<file path="src/rtl/imem_pkg.sv">
// Shared types and constants for the instruction memory controller.
// Latency: n/a (types, constants and a width helper only).
// Backpressure: n/a.
package imem_pkg;

   // Controller FSM: IDLE after reset, LOAD while the image is written, RUN while fetching.
   typedef enum logic [1:0] {
      ST_IDLE = 2'd0,
      ST_LOAD = 2'd1,
      ST_RUN  = 2'd2
   } imem_state_e;

   // RV32I "addi x0, x0, 0" -- returned whenever a fetch faults.
   localparam logic [31:0] IMEM_NOP = 32'h0000_0013;

   // Number of bits needed to index DEPTH instruction words.
   function automatic int unsigned idx_width(input int unsigned depth);
      return $clog2(depth);
   endfunction

endpackage

</file>
<file path="src/rtl/imem_array.sv">
// Instruction word storage: one synchronous write port, one combinational read port.
// Latency: write visible on the read port after the writing clock edge; read is 0 cycles.
// Backpressure: none; the array is never reset, so contents survive controller reset.
module imem_array #(
   parameter int unsigned DEPTH = 64,
   parameter int unsigned AW    = 6
) (
   input  logic          clk,
   input  logic          we_i,
   input  logic [AW-1:0] waddr_i,
   input  logic [31:0]   wdata_i,
   input  logic [AW-1:0] raddr_i,
   output logic [31:0]   rdata_o
);

   // Words are stored exactly as presented, so byte 0 of a word is bits [7:0].
   logic [31:0] mem_q [DEPTH];

   // Single write port; deliberately no reset so a reload can keep untouched words.
   always_ff @(posedge clk) begin
      if (we_i) begin
         mem_q[waddr_i] <= wdata_i;
      end
   end

   assign rdata_o = mem_q[raddr_i];

endmodule

</file>
<file path="src/rtl/instr_mem_ctrl.sv">
// Instruction memory controller: load port fills the array, fetch port reads it back.
// Latency: 1 cycle from request acceptance to rsp_valid; one fetch per cycle when rsp_ready=1.
// Backpressure: rsp_ready=0 holds the response register and drops req_ready.
// Optional build macro IMEM_MISALIGN_TRAP_EN: fault on req_pc[1:0] != 0 instead of ignoring those bits.
module instr_mem_ctrl
   import imem_pkg::*;
#(
   parameter int unsigned DEPTH    = 64,
   parameter int unsigned PC_W     = 32,
   parameter logic [31:0] NOP_WORD = IMEM_NOP
) (
   input  logic                        clk,
   input  logic                        reset_n,
   // load port
   input  logic                        ld_start,
   input  logic                        ld_valid,
   input  logic [idx_width(DEPTH)-1:0] ld_addr,
   input  logic [31:0]                 ld_data,
   input  logic                        ld_done,
   output logic                        ld_busy,
   output logic                        ld_err,
   output logic [idx_width(DEPTH):0]   ld_count,
   // fetch port
   input  logic                        req_valid,
   input  logic [PC_W-1:0]             req_pc,
   output logic                        req_ready,
   output logic                        rsp_valid,
   output logic [31:0]                 rsp_instr,
   output logic                        rsp_fault,
   input  logic                        rsp_ready
);

   localparam int unsigned AW       = idx_width(DEPTH);
   localparam logic [AW:0] CNT_FULL = (AW+1)'(DEPTH);
   localparam logic [AW:0] CNT_ONE  = (AW+1)'(1);

   imem_state_e state_q, state_d;
   logic [AW:0] cnt_q, cnt_d;
   logic        err_q, err_d;
   logic        mem_we;

   logic        rsp_valid_q, rsp_valid_d;
   logic [31:0] rsp_instr_q, rsp_instr_d;
   logic        rsp_fault_q, rsp_fault_d;

   logic [PC_W-3:0] word_idx;
   logic [AW-1:0]   rd_addr;
   logic [31:0]     rd_data;
   logic            idx_oor;
   logic            misalign;
   logic            fetch_fault;
   logic            accept;

   // ---------------------------------------------------------------------
   // Fetch address decode
   // ---------------------------------------------------------------------
   assign word_idx = req_pc[PC_W-1:2];
   assign rd_addr  = word_idx[AW-1:0];
   assign idx_oor  = (word_idx >= (PC_W-2)'(DEPTH));

`ifdef IMEM_MISALIGN_TRAP_EN
   assign misalign = (req_pc[1:0] != 2'b00);
`else
   // Low PC bits are ignored: every request is treated as word-aligned.
   logic unused_pc_lsb;
   assign unused_pc_lsb = ^req_pc[1:0];
   assign misalign      = 1'b0;
`endif

   assign fetch_fault = idx_oor | misalign;

   imem_array #(
      .DEPTH (DEPTH),
      .AW    (AW)
   ) u_array (
      .clk     (clk),
      .we_i    (mem_we),
      .waddr_i (ld_addr),
      .wdata_i (ld_data),
      .raddr_i (rd_addr),
      .rdata_o (rd_data)
   );

   // ---------------------------------------------------------------------
   // Control FSM and load counter
   // ---------------------------------------------------------------------

   // Next state, load counter and overflow flag; a write in the ld_done cycle still lands.
   always_comb begin
      state_d = state_q;
      cnt_d   = cnt_q;
      err_d   = err_q;
      mem_we  = 1'b0;
      unique case (state_q)
         ST_IDLE: begin
            if (ld_start) begin
               state_d = ST_LOAD;
               cnt_d   = '0;
               err_d   = 1'b0;
            end
         end
         ST_LOAD: begin
            if (ld_valid) begin
               if (cnt_q == CNT_FULL) begin
                  err_d = 1'b1;
               end else begin
                  mem_we = 1'b1;
                  cnt_d  = cnt_q + CNT_ONE;
               end
            end
            if (ld_done) begin
               state_d = ST_RUN;
            end
         end
         ST_RUN: begin
            // A reload waits until no response is outstanding; the source holds ld_start.
            if (ld_start && !rsp_valid_q) begin
               state_d = ST_LOAD;
               cnt_d   = '0;
               err_d   = 1'b0;
            end
         end
         default: begin
            state_d = ST_IDLE;
         end
      endcase
   end

   // State register, counter and sticky error flag.
   always_ff @(posedge clk or negedge reset_n) begin
      if (!reset_n) begin
         state_q <= ST_IDLE;
         cnt_q   <= '0;
         err_q   <= 1'b0;
      end else begin
         state_q <= state_d;
         cnt_q   <= cnt_d;
         err_q   <= err_d;
      end
   end

   // ---------------------------------------------------------------------
   // Fetch handshake and response register
   // ---------------------------------------------------------------------
   assign req_ready = (state_q == ST_RUN) && (!rsp_valid_q || rsp_ready);
   assign accept    = req_valid && req_ready;

   // Load a new response on acceptance, drain on rsp_ready, otherwise hold.
   always_comb begin
      rsp_valid_d = rsp_valid_q;
      rsp_instr_d = rsp_instr_q;
      rsp_fault_d = rsp_fault_q;
      if (accept) begin
         rsp_valid_d = 1'b1;
         rsp_fault_d = fetch_fault;
         rsp_instr_d = fetch_fault ? NOP_WORD : rd_data;
      end else if (rsp_ready) begin
         rsp_valid_d = 1'b0;
      end
   end

   // Response register; reset discards any pending response.
   always_ff @(posedge clk or negedge reset_n) begin
      if (!reset_n) begin
         rsp_valid_q <= 1'b0;
         rsp_instr_q <= NOP_WORD;
         rsp_fault_q <= 1'b0;
      end else begin
         rsp_valid_q <= rsp_valid_d;
         rsp_instr_q <= rsp_instr_d;
         rsp_fault_q <= rsp_fault_d;
      end
   end

   assign ld_busy   = (state_q == ST_LOAD);
   assign ld_err    = err_q;
   assign ld_count  = cnt_q;
   assign rsp_valid = rsp_valid_q;
   assign rsp_instr = rsp_instr_q;
   assign rsp_fault = rsp_fault_q;

endmodule

</file>
<file path="config.mk">
export PLATFORM = sky130hd
export DESIGN_NAME = instr_mem_ctrl
export DESIGN_NICKNAME = d
export VERILOG_FILES = /design/src/rtl/imem_pkg.sv /design/src/rtl/imem_array.sv /design/src/rtl/instr_mem_ctrl.sv
export SDC_FILE = /design/constraint.sdc
export NUM_CORES = 2
export LEC_CHECK = 0
export BUFFER_PORTS_ARGS = -buffer_cell sky130_fd_sc_hd__buf_2
export CORE_MARGIN = 2
export CORE_UTILIZATION = 62
export DETAILED_ROUTE_END_ITERATION = 8
export GPL_ROUTABILITY_DRIVEN = 0
export PLACE_DENSITY = 0.79
export SYNTH_ARGS = -nofsm -noshare
export SYNTH_HDL_FRONTEND = slang
export SYNTH_SLANG_ARGS = --single-unit
</file>
<file path="constraint.sdc">
create_clock -name clk -period 4.65 [get_ports clk]
set_clock_uncertainty 0.15 [all_clocks]
set_input_delay 0.93 -clock clk [delete_from_list [all_inputs] [get_ports clk]]
set_output_delay 0.93 -clock clk [all_outputs]
set_load 0.02 [all_outputs]
</file>
==> flow_summary.toml <==
[status]
status = "complete, no violations"

[logic_synthesis]
ys_warn_count = 0
netlist_instances = 3387
netlist-cell-type-count = 49
ys_seq_elements = 2092
synth_area_leader_cell = "edfxtp_1"
synth_nets = 3466
synth_area_leaders = "edfxtp_1 77%, mux4_2 15%, mux2i_1 1.5%"
post-synth-top-count-cell = "edfxtp_1"
synth_top_area_share = 0.7712
netlist_area_um2 = 79740
post_synth.cell_area_avg_um2 = 23.54
synth_common_cells = "2048 x edfxtp_1, 541 x mux4_2, 119 x mux2i_1"
async_reset_ff_frac = 0.02103
synth_top_flop_cell = "edfxtp_1"
yosysSeqAreaShare = 0.7851
synth_edf_count = 2048

[route]
drc = 0
drt_wl_total_um = 206700
detail-route-antenna-nets = 0
firstDrtPassIters = 6
wire_per_inst_um = 37.41
wl_met2_um = 98870
vias = 40150
vias_per_cell = 7.266
drtIter0Drc = 6099
wl_met1_um = 71430
met3_wirelength_um = 26190
routed.top_layer = "met5"

[clocking]
cts_buffers = 196
clkTransAtPathRegs_ns = 0.06
clk_path_buf_depth = 3
post_cts_resized = 0
clk_latency_ns = 0.81
post-cts-setup-buffers = 0
cts_hold_buf = 1
clkSinkCount = 2092
cts_tree = "done"
htree_levels = 4
cts_root_buf = "clkbuf_16"

[power_and_ir_drop]
ir_worst_vdd_v = 0.0002904
powerDensity_nw_per_um2 = 426.0
cellLeakagePower_nw = 28.70

[timing]
slew_viol_final = 0
period_share = 0.7419
rsz0062_at_grt = "false"
whs_ns = 0.2075
setup_viol_count_final = 0
final_hold_viol_count = 0
worst_pin_slew_ns = 1.269
setup_tns_ns = 0
fin_ws_ns = 1.200
min_period_ns = 3.450
fmax_mhz = 289.9
relSlewSlack = 0.1542

[global_route]
antenna_found_initial = 13
grt_pass1_wl_um = 291900
grt_start_max_net_pins = 65
overflow = 0
grt_pass1_vias = 40560
track_usage = 0.3196

[worst_setup_path]
end_kind = "register"
critPathBufInv = 2
crit_type = "register to register"
crit_chain = "inv_1, ha_1, a31o_2, nor2_1, nand2_1, nor2_4, buf_4"
crit_family = "simple AND/OR/NAND/NOR gates"
crit_slowest_cell = "nor2_4"
slowest_delay_ns = 0.69
cp-start-kind = "register"
cp_max_fo = 12
cp.required_ns = 4.97
arrival_ns = 3.77

[cells_and_area]
syn2layout_area_growth_pct = 13.32
fill_cells = 6979
nets = 3777
stdcell_count = 5526
drive_gt1_frac = 0.3121
fin_area_um2 = 90370

[job]
drv_cap = 0

[floorplanning]
start_util = 0.6253
rows = 131
coreArea_um2 = 127500
die_x_um = 362.6
io_pins = 121
dieArea_um2 = 131500
die_h_um = 362.6

[placement]
portBuffers = 118
post-place-ws_ns = 0.8612
place_area_um2 = 84050
dp_hpwl_um = 111500
dp.cells = 5161

[hold_path]
hp-class = "input port to register"
worst register-to-register path, cell delays in order, from the launching register on:
cell	delay [ns]
dfrtp_1	0.45
inv_1	0.07
ha_1	0.22
a31o_2	0.25
nor2_1	0.29
nand2_1	0.61
nor2_4	0.70
buf_4	0.38
metrics by stage:
step	total power, mW	utilization
after floorplan	22.28	-
after global placement	23.03	0.6591
after detailed placement	23.09	0.6591
after CTS	38.61	0.7085
after global routing	39.41	0.7085
final	38.50	0.7086
cell type report:
cell class	count	area, um2	area share
Inverter	5	18.77	0.0002077
Multi-Input combinational cell	1099	16740	0.1853
Antenna cell	6	15.01	0.0001662
Clock inverter	102	994.7	0.01101
Timing Repair Buffer	304	2613	0.02891
Clock buffer	256	5296	0.05861
Tap cell	1662	2079	0.02301
Sequential cell	2092	62600	0.6928
cell families after synthesis:
kind of cell,synth area share
buffers and inverters,0.01163
multiplexers,0.1686
AND/OR/NAND/NOR,0.01345
XOR/XNOR,0.0005493
flip-flops,0.7851
AO/OA/AOI/OAI,0.02040
adder cells (fa/ha/maj),0.0003138
layout by cell type, fill, tap and decap left out, types with 5 or more instances in the layout:
master,n
edfxtp_1,2048
mux4_2,541
clkbuf_16,201
buf_4,140
mux2i_1,119
a22oi_1,118
buf_2,113
nor2_4,66
nand3_1,63
clkbuf_1,49
buf_12,47
dfrtp_1,41
clkinv_1,35
clkinv_2,32
a211o_1,29
a32oi_1,29
nor2_1,18
bufinv_16,17
nor4_1,12
nand2_1,12
nor2b_1,9
a211oi_1,7
diode_2,6
mux2_2,6
clkbuf_8,6
inv_1,5
nand3b_1,5
clkinvlp_4,5
state kept, by name, indices dropped and copies added, names as in the netlist:
name / flops
u_array.mem_q: 2048
rsp_fault: 1
ld_count: 7
ld_err: 1
rsp_instr: 32
rsp_valid: 1
state_q: 2
final timing paths:
| path | slack (ns) | cells after the start | from | end |
|---|---|---|---|---|
| max | 1.20 | 7 | ld_count[0]$_DFFE_PN0P_ | u_array.mem_q[41][23]$_DFFE_PP_ |
| min | 0.21 | 2 | ld_done | state_q[0]$_DFFE_PN0P_ |
| max reg2reg | 1.20 | 7 | ld_count[0]$_DFFE_PN0P_ | u_array.mem_q[41][23]$_DFFE_PP_ |
| min reg2reg | 0.35 | 2 | ld_err$_DFFE_PN0P_ | ld_err$_DFFE_PN0P_ |
| max in group asynchronous | 3.08 | 3 | reset_n | rsp_instr[13]$_DFFE_PN0P_ |
| min in group asynchronous | 0.40 | 2 | reset_n | rsp_fault$_DFFE_PN0P_ |
power breakdown:
part           total [mW]  switching [mW]  internal, mW
Sequential           20.8          0.0504          20.8
Combinational        1.88            1.17         0.714
Clock                15.8            6.81          8.96
layer usage:
layer | up-vias | GRT usage
met1 | 20970 | 0.4321
met4 | 18 | 0.1433
met5 | - | 0
li1 | 15250 | -
met3 | 567 | 0.08676
met2 | 3351 | 0.4968
Power figures use the tool's default switching activity.
